### config.mk
export PLATFORM = sky130hd
export DESIGN_NAME = wb_result_fifo
export DESIGN_NICKNAME = d
export VERILOG_FILES = /design/src/rtl/wb_result_fifo.sv
export SDC_FILE = /design/constraint.sdc
export NUM_CORES = 1
export LEC_CHECK = 0
export CAP_MARGIN = 30
export CORE_UTILIZATION = 61
export CTS_BUF_LIST = sky130_fd_sc_hd__clkbuf_16
export CTS_CLUSTER_SIZE = 28
export DETAILED_ROUTE_END_ITERATION = 16
export HOLD_SLACK_MARGIN = 0.1
export PLACE_DENSITY = 0.81
export REMOVE_ABC_BUFFERS = 1
export SETUP_SLACK_MARGIN = 0.15
export SYNTH_ARGS = -nofsm -noshare
export SYNTH_HDL_FRONTEND = slang
export SYNTH_SLANG_ARGS = --single-unit
### constraint.sdc
create_clock -name clk -period 10.2 [get_ports clk]
set_clock_uncertainty 0.1 [all_clocks]
set_input_delay 2.04 -clock clk [delete_from_list [all_inputs] [get_ports clk]]
set_output_delay 2.04 -clock clk [all_outputs]
set_load 0.02 [all_outputs]
### src/rtl/wb_result_fifo.sv
// wb_result_fifo: captures qualified CPU writeback results into a small
// first-word-fall-through FIFO and hands them to a reader over valid/ready.
// Pushes that arrive while the FIFO is full (and not being popped in the
// same cycle) are dropped, flagged by a sticky overflow bit and counted in
// a saturating drop counter.
module wb_result_fifo #(
    parameter int DATA_W = 16,
    parameter int DEPTH  = 8,
    parameter int AW     = 3,
    parameter int DROP_W = 8
) (
    input  logic              clk,
    input  logic              reset,
    input  logic              enable,
    input  logic              wb_valid,
    input  logic [DATA_W-1:0] wb_data,
    input  logic              rd_ready,
    output logic              rd_valid,
    output logic [DATA_W-1:0] rd_data,
    output logic [AW:0]       count,
    output logic              full,
    output logic              empty,
    output logic              overflow,
    output logic [DROP_W-1:0] drop_cnt
);

    localparam logic [AW:0]       FULL_COUNT = (AW + 1)'(DEPTH);
    localparam logic [AW:0]       COUNT_ZERO = {(AW + 1){1'b0}};
    localparam logic [AW:0]       COUNT_ONE  = (AW + 1)'(1);
    localparam logic [AW-1:0]     PTR_ZERO   = {AW{1'b0}};
    localparam logic [AW-1:0]     PTR_ONE    = AW'(1);
    localparam logic [DROP_W-1:0] DROP_ZERO  = {DROP_W{1'b0}};
    localparam logic [DROP_W-1:0] DROP_ONE   = DROP_W'(1);
    localparam logic [DROP_W-1:0] DROP_MAX   = {DROP_W{1'b1}};

    // Storage is deliberately left out of reset; rd_data is meaningless while empty.
    logic [DATA_W-1:0] mem_r [DEPTH];

    logic [AW-1:0]     wr_ptr_r;
    logic [AW-1:0]     rd_ptr_r;
    logic [AW:0]       count_r;
    logic              overflow_r;
    logic [DROP_W-1:0] drop_cnt_r;

    logic full_s;
    logic empty_s;
    logic push_req_s;
    logic pop_s;
    logic push_s;
    logic drop_s;

    // Handshake decode: a pop in the same cycle frees the slot a full-FIFO push needs.
    always_comb begin
        full_s     = (count_r == FULL_COUNT);
        empty_s    = (count_r == COUNT_ZERO);
        push_req_s = enable & wb_valid;
        pop_s      = (~empty_s) & rd_ready;
        push_s     = push_req_s & ((~full_s) | pop_s);
        drop_s     = push_req_s & full_s & (~pop_s);
    end

    // Result storage write; no reset so the RAM can map to plain flops or LUT RAM.
    always_ff @(posedge clk) begin
        if (push_s && !reset) begin
            mem_r[wr_ptr_r] <= wb_data;
        end
    end

    // Pointer and occupancy bookkeeping; reset overrides any push/pop in the same cycle.
    always_ff @(posedge clk) begin
        if (reset) begin
            wr_ptr_r <= PTR_ZERO;
            rd_ptr_r <= PTR_ZERO;
            count_r  <= COUNT_ZERO;
        end else begin
            if (push_s) begin
                wr_ptr_r <= wr_ptr_r + PTR_ONE;
            end else begin
                wr_ptr_r <= wr_ptr_r;
            end
            if (pop_s) begin
                rd_ptr_r <= rd_ptr_r + PTR_ONE;
            end else begin
                rd_ptr_r <= rd_ptr_r;
            end
            case ({push_s, pop_s})
                2'b10:   count_r <= count_r + COUNT_ONE;
                2'b01:   count_r <= count_r - COUNT_ONE;
                default: count_r <= count_r;
            endcase
        end
    end

    // Drop tracking: sticky overflow flag and a counter that parks at all-ones.
    always_ff @(posedge clk) begin
        if (reset) begin
            overflow_r <= 1'b0;
            drop_cnt_r <= DROP_ZERO;
        end else if (drop_s) begin
            overflow_r <= 1'b1;
            if (drop_cnt_r != DROP_MAX) begin
                drop_cnt_r <= drop_cnt_r + DROP_ONE;
            end else begin
                drop_cnt_r <= drop_cnt_r;
            end
        end else begin
            overflow_r <= overflow_r;
            drop_cnt_r <= drop_cnt_r;
        end
    end

    // Output view: everything derives from registered state, none from wb_data directly.
    always_comb begin
        rd_valid = ~empty_s;
        rd_data  = mem_r[rd_ptr_r];
        count    = count_r;
        full     = full_s;
        empty    = empty_s;
        overflow = overflow_r;
        drop_cnt = drop_cnt_r;
    end

endmodule
Yosys cells after proc, flatten, opt, wreduce, memory -nomap -nowiden
Memory sizes are Yosys's and may differ from the RTL's. A register that Yosys moved wholly into a read port is not among the register bits.
Index checks and enable logic that the tools add are counted.
{ "word_totals": {"regBits": 19, "mem_bits_rw": 128, "input_bits": 21, "out_inout_bits": 32, "wordCells": 34, "mem_count": 1} }
{ "classes": {"addsub": 5, "eq_ne": 4, "mux": 5, "n_bitwise": 9, "reduce_logical": 5} }
{ "memory_table": {"columns": ["memory", "depth", "word_bits", "read_ports", "rd_clocked_by_memory_dff", "write_ports", "line_no", "source"], "rows": [
  ["mem_r", 8, 16, 1, 1, 1, "37", "logic [DATA_W-1:0] mem_r [DEPTH];"]
]} }
{ "ops": {"columns": ["cell", "count"], "rows": [
  ["$add 8x1->8 const B", 1],
  ["$ne 8x8->1 const B", 1],
  ["$pmux 4 s2", 1],
  ["$add 3x1->3 const B", 2],
  ["$mux 3", 2],
  ["$and 1x1->1", 5],
  ["$add 4x1->4 const B", 1],
  ["$eq 4x4->1 const B", 1],
  ["$logic_not 4->1", 1],
  ["$sub 4x1->4 const B", 1],
  ["$not 1->1", 3],
  ["$eq 2x1->1 const B", 1],
  ["$eq 2x2->1 const B", 1],
  ["$mux 1", 2],
  ["$reduce_and 2->1", 1],
  ["$reduce_bool 2->1", 1],
  ["$logic_and 1x1->1", 1],
  ["$logic_not 1->1", 1],
  ["$or 1x1->1", 1]
]} }

Depth between registers and ports, before layout
{ "depth": {"word_depth": 8, "depth_mapped": 9, "ltp_nobuf": 7} }

Least setup slack after synthesis
OpenSTA, ideal clock, no wires.
{ "synth_timing": {"kind": "input-to-reg", "from": "input port enable", "to": "memory mem_r[0][0] (enable)", "setup_time_ns": 0.436, "arrival_ns": 4.489, "required_time_ns": 9.664, "slack_ns": 5.175, "stages": 5, "n_path_buf": 2, "cell_sequence": "and2_1 clkbuf_1 buf_2 o21ai_1 nor4b_1"} }
{ "synth_between": {"elab_chain_len": 5} }
{ "synth_rtl": {"columns": ["item", "line_no", "source"], "rows": [
  ["start, declared", "14", "input logic enable,"],
  ["$and 1x1->1", "56", "push_req_s = enable & wb_valid;"],
  ["$and 1x1->1", "58", "push_s = push_req_s & ((~full_s) | pop_s);"],
  ["$logic_and 1x1->1", "64", "if (push_s && !reset) begin"],
  ["$mux 1", "64", null],
  ["$mux 1 (implied by the code)", "65", "mem_r[wr_ptr_r] <= wb_data;"],
  ["end, declared", "37", null]
]} }
No other way between the ends.

==> results.py <==
metrics = {
    "outcome": {
        "outcome": "finished clean",
    },
    "grt": {
        "grt_max_degree": 33,
        "grt_pass1_wl_mm": 17.9,
        "antenna_found_initial": 0,
        "grt-ovfl-total": 0,
        "grt_pass1_vias": 3199,
        "grt_use_total_pct": 25.3,
    },
    "job": {
        "maxCapViolations": 0,
    },
    "clock_network": {
        "cts_tree": "built",
        "cts_hold_buf": 0,
        "clk_latency_ns": 0.42,
        "cts_max_path_buffers": 2,
        "cts_buffers": 17,
        "cts.clk_slew.worst_paths_ns": 0.06,
        "root_buffer": "clkbuf_16",
        "htree_levels": 4,
        "cts.sinks": 150,
        "postCtsSetupRepairBufs": 0,
        "cts_resized": 0,
    },
    "logic_synthesis": {
        "synth-edff-count": 128,
        "synth_area_leaders": "edfxtp_1, mux4_2, dfxtp_1",
        "yosysMostFrequentCell": "edfxtp_1",
        "synth_area_leader_cell": "edfxtp_1",
        "syn_avg_cell_area_sq_um": 18.7,
        "netlist_area_sq_um": 5970,
        "async_flop_share_pct": 0,
        "synth_cell_type_count": 45,
        "syn_inst": 319,
        "yosysWarnings": 0,
        "yosys.area.top_type_share_pct": 64.4,
        "synth_seq_area_share_pct": 71.8,
        "synth-seq-cells": 150,
        "synthFlopType": "edfxtp_1",
        "synth_commonest_cells": "edfxtp_1, mux4_2, dfxtp_1",
    },
    "sta": {
        "setup_viol_count_final": 0,
        "setup-tns-final_ns": 0,
        "rsz0062_at_grt": "no",
        "slew_headroom_pct": 37.8,
        "timing.final.crit_share_pct": 47.6,
        "max_freq_ghz": 0.206,
        "slew_viol_final": 0,
        "fin_crit_ns": 4.85,
        "setup_ws_ns": 5.35,
        "whs_ns": 0.383,
        "hold_violations": 0,
        "worst-slew-pin-transition_ns": 0.930,
    },
    "routing": {
        "drt_iter0_drc": 223,
        "num_vias": 3138,
        "ant_nets": 0,
        "finalWirelength_mm": 11.7,
        "drt-met1-wl_mm": 4.56,
        "wl_met3_um": 680,
        "route.detailed.wl_per_inst_um": 22.4,
        "drc": 0,
        "dr.max_layer_used": "met4",
        "dr.pass1.iters": 4,
        "wl_met2_mm": 6.27,
        "viasPerCell": 6.00,
    },
    "floorplanning": {
        "start_util_pct": 63.7,
        "die_area_sq_um": 10200,
        "rows": 35,
        "io_pins": 53,
        "core_area_sq_um": 9370,
        "die_h_um": 101,
        "die_w_um": 101,
    },
    "worst_setup_path": {
        "arrival_ns": 2.71,
        "critPathKind": "reg -> out",
        "r2r_setup_slack_ns": 7.75,
        "cp_max_fo": 32,
        "end_kind": "primary output",
        "cp-start-kind": "flop",
        "cp.required_ns": 8.06,
    },
    "placement": {
        "port_buffers": 52,
        "dpl.hpwl_mm": 6.38,
        "place.gp.congestion": 0.777,
        "dp.cells": 491,
        "pre_cts_ws_ns": 5.27,
    },
    "pwr": {
        "p_per_area_nw_per_um2": 230,
        "ir_drop_mv": 0.216,
        "leakage_nw": 2.32,
    },
    "final_layout": {
        "drive_gt1_share_pct": 25.6,
        "nFillCells": 548,
        "area_growth_pct": 20.9,
        "antennaDiodeCount": 0,
        "nets": 406,
        "fin_util_pct": 77.0,
        "final_cells": 523,
    },
    "worst_hold_path": {
        "min_path_type": "reg -> reg",
    },
}
## per-layer routing
metal	track usage, %	vias to the layer above
met4	9.70	0
met1	30.5	1597
met2	43.9	110
met5	0	-
li1	-	1416
met3	6.80	15
## worst paths after layout
kind | startpoint | endpoint | cells past startpoint
worst max-delay path | flop | rd_data[10] | 4
worst min register to register | rd_ptr_r[1] | flop | 2
worst min-delay path | rd_ptr_r[1] | flop | 2
worst max register to register | count[1] | mem_r[6][12] | 4
## flip-flops by register name, indices dropped and copies added, names as in the netlist, named ones only
name      cells
mem_r       128
rd_ptr_r      3
count         4
drop_cnt      8
wr_ptr_r      3
overflow      1
## stage by stage
step	instance area [sq um]	power, mW
2_1_floorplan	5870	0.956
3_5_place_dp	6650	1.08
6_report	7220	1.66
4_1_cts	7220	1.67
3_3_place_gp	6650	1.07
5_1_grt	7220	1.72
## critical path: stages, from the launching register on
cell             delay, ns
dfxtp_2               0.31
buf_4                 0.51
mux4_2                0.60
mux2_2                0.29
clkdlybuf4s50_1       0.57
## layout make-up
class	instances	area (sq um)	area share [%]
flip-flops and latches	150	4290	59.4
multi-input cells	148	1600	22.2
repair buffers	61	588	8.15
clock buffers	17	425	5.89
well taps	129	161	2.24
clock inverters	15	141	1.96
inverters	3	11.3	0.156
## report_power, final
part	internal (mW)	leakage, nW	switching [mW]	total, mW
logic	0.192	0.711	0.169	0.361
clock network	0.356	0.273	0.235	0.592
registers	0.680	1.33	0.0267	0.706
total	1.23	2.32	0.431	1.66
## cells by family after synthesis
group,after synthesis,share of synthesized area (%)
flip-flops,150,71.8
AND/OR/NAND/NOR,58,5.45
multiplexers,54,16.2
AO/OA/AOI/OAI,25,2.91
buffers and inverters,21,1.80
XOR/XNOR,7,1.03
adder cells (fa/ha/maj),4,0.839
## placed cells by master, fill, tap and decap left out, types with 2 or more instances in the layout
cell type | Yosys | final
or4_1 | 3 | 3
a21oi_1 | 7 | 7
nor2_1 | 17 | 17
and2_1 | 2 | 2
clkinvlp_4 | 0 | 4
xor2_1 | 6 | 6
mux4_2 | 32 | 32
nor3_2 | 0 | 3
or3_1 | 3 | 3
o21ai_0 | 4 | 4
mux2i_1 | 3 | 3
buf_4 | 0 | 9
clkinv_4 | 0 | 2
nand2_1 | 6 | 6
clkinv_1 | 0 | 2
clkinv_2 | 0 | 2
dfxtp_2 | 0 | 2
edfxtp_1 | 128 | 128
nand3_1 | 6 | 6
nand4_1 | 3 | 3
clkbuf_16 | 0 | 17
o31ai_1 | 2 | 2
nor2b_1 | 2 | 2
mux2_2 | 19 | 19
clkdlybuf4s50_1 | 0 | 52
ha_1 | 4 | 4
o211ai_1 | 2 | 2
a211oi_1 | 2 | 2
inv_1 | 3 | 5
bufinv_16 | 0 | 2
dfxtp_1 | 22 | 20
a311oi_1 | 2 | 2
Note: power is estimated with default switching activity, not from simulation.
